--- config.mk ---
export PLATFORM = sky130hd
export DESIGN_NAME = num_seg_driver
export DESIGN_NICKNAME = d
export VERILOG_FILES = /design/src/rtl/num_seg_driver.sv
export SDC_FILE = /design/constraint.sdc
export NUM_CORES = 1
export LEC_CHECK = 0
export BUFFER_PORTS_ARGS = -buffer_cell sky130_fd_sc_hd__buf_4
export CORE_MARGIN = 10
export CORE_UTILIZATION = 50
export CTS_BUF_LIST = sky130_fd_sc_hd__clkbuf_16
export DETAILED_ROUTE_END_ITERATION = 6
export PLACE_DENSITY_LB_ADDON = 0.08
export SLEW_MARGIN = 10
export SYNTH_ARGS = -nofsm -noshare
export SYNTH_HDL_FRONTEND = slang
export SYNTH_SLANG_ARGS = --single-unit
--- constraint.sdc ---
create_clock -name i_clk -period 1.7 [get_ports i_clk]
set_input_delay 0.085 -clock i_clk [delete_from_list [all_inputs] [get_ports i_clk]]
set_output_delay 0.085 -clock i_clk [all_outputs]
set_load 0.02 [all_outputs]
--- src/rtl/num_seg_driver.sv ---
// Binary-to-two-digit seven-segment driver for the 0..99 counter output.
// Iterative double-dabble conversion (8 shift steps) with registered segment outputs.
module num_seg_driver #(
  parameter int MAX_VAL    = 99,
  parameter bit BLANK_ZERO = 1'b0
) (
  input  logic       i_clk,
  input  logic       i_rst_n,
  input  logic [7:0] i_num,
  output logic [7:0] o_seg_h,
  output logic [7:0] o_seg_l,
  output logic       o_busy,
  output logic       o_ovf
);

  typedef enum logic [1:0] {IDLE, CONV, LOAD} state_t;

  state_t      state;
  logic [7:0]  last;
  logic        valid;
  logic [7:0]  bin;
  logic [11:0] bcd;
  logic [2:0]  step;
  logic [11:0] bcd_adj;
  logic        ovf_now;

  function automatic logic [7:0] seg_code(input logic [3:0] d);
    logic [7:0] s;
    case (d)
      4'd0:    s = 8'hC0;
      4'd1:    s = 8'hF9;
      4'd2:    s = 8'hA4;
      4'd3:    s = 8'hB0;
      4'd4:    s = 8'h99;
      4'd5:    s = 8'h92;
      4'd6:    s = 8'h82;
      4'd7:    s = 8'hF8;
      4'd8:    s = 8'h80;
      4'd9:    s = 8'h90;
      default: s = 8'hFF;
    endcase
    return s;
  endfunction

  function automatic logic [11:0] add3(input logic [11:0] b);
    logic [11:0] r;
    r = b;
    for (int i = 0; i < 3; i++) begin
      if (r[i*4 +: 4] >= 4'd5) r[i*4 +: 4] = r[i*4 +: 4] + 4'd3;
    end
    return r;
  endfunction

  assign bcd_adj = add3(bcd);
  // A nonzero hundreds digit cannot be shown on two digits, so it also forces the dash path.
  assign ovf_now = (int'(last) > MAX_VAL) || (bcd[11:8] != 4'd0);

  always_ff @(posedge i_clk or negedge i_rst_n) begin
    if (!i_rst_n) begin
      state   <= IDLE;
      last    <= 8'd0;
      valid   <= 1'b0;
      bin     <= 8'd0;
      bcd     <= 12'd0;
      step    <= 3'd0;
      o_seg_h <= 8'hFF;
      o_seg_l <= 8'hFF;
      o_busy  <= 1'b0;
      o_ovf   <= 1'b0;
    end else begin
      case (state)
        IDLE: begin
          if (!valid || (i_num != last)) begin
            bin    <= i_num;
            last   <= i_num;
            valid  <= 1'b1;
            bcd    <= 12'd0;
            step   <= 3'd0;
            o_busy <= 1'b1;
            state  <= CONV;
          end
        end
        CONV: begin
          bcd  <= {bcd_adj[10:0], bin[7]};
          bin  <= {bin[6:0], 1'b0};
          step <= step + 3'd1;
          if (step == 3'd7) state <= LOAD;
        end
        LOAD: begin
          if (ovf_now) begin
            o_seg_h <= 8'hBF;
            o_seg_l <= 8'hBF;
            o_ovf   <= 1'b1;
          end else begin
            o_ovf   <= 1'b0;
            o_seg_l <= seg_code(bcd[3:0]);
            o_seg_h <= (BLANK_ZERO && (bcd[7:4] == 4'd0)) ? 8'hFF : seg_code(bcd[7:4]);
          end
          o_busy <= 1'b0;
          state  <= IDLE;
        end
        default: state <= IDLE;
      endcase
    end
  end

endmodule

==> results.md <==
- Outcome: complete, no violations
- Crit path launch type: register
- Max VDD drop: 0.9067 mV
- Post-synth EDFFs: 0
- Worst-path fanout max: 5
- Most numerous cell in the Yosys netlist: dfrtp_1
- Synth Register Bits: 50
- Post-synth top area cell: dfrtp_1
- I/O Pins: 28
- Sum of negative setup slack: 0 ns
- Fin. Hold Viols: 0
- Worst Path Required: between 1.5 and 2 ns
- DP Wirelength: 4215 µm
- Vias per inst: about 5.4
- Starting Density: 51.97%
- CTS tree: yes
- Core Area: 5140 µm²
- Post-synth top area share: about a third
- Total GRT Usage: between 10% and 20%
- Drt drc: 0
- Routed WL per cell: roughly 15 µm
- Number of CTS-inserted buffers: 5
- Iteration-0 DRC Markers: 65
- Area of the multi-input gates: between 1000 and 1500 µm²
- Vias in the first global route: roughly 2.1k
- Syn Area/Cell: around 9.6 µm²
- Pwr Density: between 2000 and 2500 nW/µm²
- Clock tree buffer depth: 2
- ANT cells: 0
- F_max: between 600 and 700 MHz
- Combinational power share: a little over half
- Final setup vio count: 0
- Seq/Total Area, Yosys: roughly 47%
- Clk sinks: 50
- Sequential Area: 1269 µm²
- Internal: between 4 and 5 mW
- Final-report max-slew violation count: 0
- Port bufs: 25
- Synthesized area: around 2700 µm²
- Largest net degree at the start of global routing: 51
- Slowest stage delay, CP: around 0.40 ns
- Fin Hold WS: roughly 0.031 ns
- Worst path cell trace: xnor2_1, nand4_2, o31ai_2, mux2_2
- Clock network fraction of design power: roughly 14%
- CP max stage cell: dfrtp_1
- Clock skew: approximately 0.0076 ns
- GRT Residual Overflow: 0
- Hold crit path type: primary input to register
- Gate Count Post-Synth: around 280
- Period Utilization, post-route: 97.52%
- Wire length of the first global-routing pass: between 9000 and 10000 µm
- Sequential Power Share: approximately 34%
- Drt total wl: 5849 µm
- Layout cells sized above 1: 26.91%
- RSZ-0062 raised after global routing: true
- Rows: 26
- Die area: slightly below 9000 µm²
- Initial antenna violation count: 0
- H-tree depth: 2
- Post-synth top cells: dfrtp_1 (36), nand2_1 (35), nor2_1 (25)
- Core Util, Final: roughly 65%
- Max Cap Viol: 0
- Via count: around 2.1k
- Routability Congestion: 0.8084
- Antenna-violating nets left: 0
- Clock Pin Slew Worst Setup and Hold Paths: 0.06 ns
- Tightest Pin Transition: roughly 0.62 ns
- Largest cells by area after synthesis: dfrtp_1 (34%), dfstp_2 (14%), ha_1 (7.0%)
- Slew HR: around three fifths
- Switching share of power: 40.35%
- Yosys warning total: 0
- Static leakage: between 1.5 and 2 nW
- Tmin final: around 1.7 ns
- Net count, final: 351
- CTS Root Cell: clkbuf_16
- Prevailing post-synth register cell: dfrtp_1
- Library cells used by synthesis: 42
- Crit Path Category: register to register
- Die Wd: around 93 µm
- Die H: ~93 µm
- R2R Setup Slk: around 0.042 ns
- DR pass1 iterations: 4
- Clk_lat worst skew: between 0.2 and 0.3 ns
- Number of fill cells in the layout: 440
- Area delta synth->final: 24.12%
- Data arrival, critical path: about 1.8 ns
- Share of async-settable or async-resettable flops after synthesis: 100.0%
- Psw: about 2.8 mW
- Worst Setup End Kind: register
[kinds of logic after synthesis]
group	count (synthesis)	share of synthesized area [%]
xor+xnor	13	4.262
compound gates	75	19.58
simple gates	85	14.52
fa+ha+maj	15	7.026
mux	5	1.967
buf+inv	33	5.012
flops	50	47.49
other cells	1	0.1404
[repair_timing]
action / CTS / global route
endpoints found under the hold margin: 36 / 0
hold buffers: 1 / 0
pin swaps: 1 / 4
resized for setup: 2 / 9
buffers inserted: 0 / 1
endpoints found under the setup margin: 11 / 24
[path summary, 6_finish.rpt]
kind                       endpoint  cells past startpoint  startpoint
max in group asynchronous   last[3]                      2     i_rst_n
setup reg to reg            last[2]                      4     last[2]
hold reg to reg             step[0]                      1     step[0]
min in group asynchronous    bcd[6]                      2     i_rst_n
setup / recovery            last[2]                      4     last[2]
hold / removal              last[1]                      3    i_num[1]
[registers in the layout (all words and copies together) (netlist names)]
register and cells:
bcd 12, bin 8, last 8, o_busy 1, o_ovf 1, o_seg_h 7, o_seg_l 7, state 2
step 3, valid 1
[area by class of cell]
cell class / instances / area share (%)
clock buffers: 5 / 3.774
flip-flops and latches: 50 / 38.26
inverters: 19 / 2.151
multi-input cells: 195 / 40.04
clock inverters: 3 / 0.3774
well taps: 70 / 2.642
repair buffers: 55 / 12.75
[through the flow]
step                      worst slack [ns]  power [mW]  cells  instance area [µm²]
final                              0.04209       6.935    397                 3316
after detailed placement          -0.04096       5.881    387                 3098
after global routing              -0.02273       7.506    397                 3316
after global placement            -0.01564       5.806    387                 3098
after floorplan                   0.003217       4.638    278                 2675
after CTS                         0.001330       6.868    396                 3256
[per-layer routing]
layer	vias to the layer above	wire length [µm]	global-route usage, %
li1	1069	-	-
met5	-	0	0
met4	0	60	3.856
met2	35	2654	21.73
met1	1027	2830	18.07
met3	6	302	4.157
[worst max-delay path, delay by kind of cell, from the launching register on]
kind / cells / cell delay, ns
AO/OA/AOI/OAI: 1 / 0.39
XOR/XNOR: 1 / 0.19
flip-flops: 1 / 0.40
multiplexers: 1 / 0.38
AND/OR/NAND/NOR: 1 / 0.19
[power groups by stage]
stage | Combinational, mW | Sequential (mW) | Clock [mW]
final | 3.64 | 2.34 | 0.955
after floorplan | 2.23 | 2.41 | 0
after detailed placement | 3.55 | 2.33 | 0
after global routing | 4.06 | 2.42 | 1.02
after global placement | 3.50 | 2.31 | 0
after CTS | 3.58 | 2.31 | 0.970
[cell usage in the layout (no fill, tap or decap), types with 2 or more instances in the layout]
master	count
dfstp_2	14
nor2_1	25
nand2b_1	4
xnor2_2	6
and2_1	3
a21oi_1	22
o2111ai_1	2
nand2_1	35
a22o_1	8
o22ai_1	13
dfrtp_1	36
ha_1	15
and3_1	2
mux2_2	2
o22a_1	2
conb_1	2
xor2_1	2
buf_6	2
inv_1	20
o211ai_1	4
nor3_1	2
xnor2_1	5
clkbuf_16	5
o21ai_0	9
a221oi_1	7
mux2i_1	3
nand3_1	6
buf_4	52
Note: power is estimated with default switching activity, not from simulation.
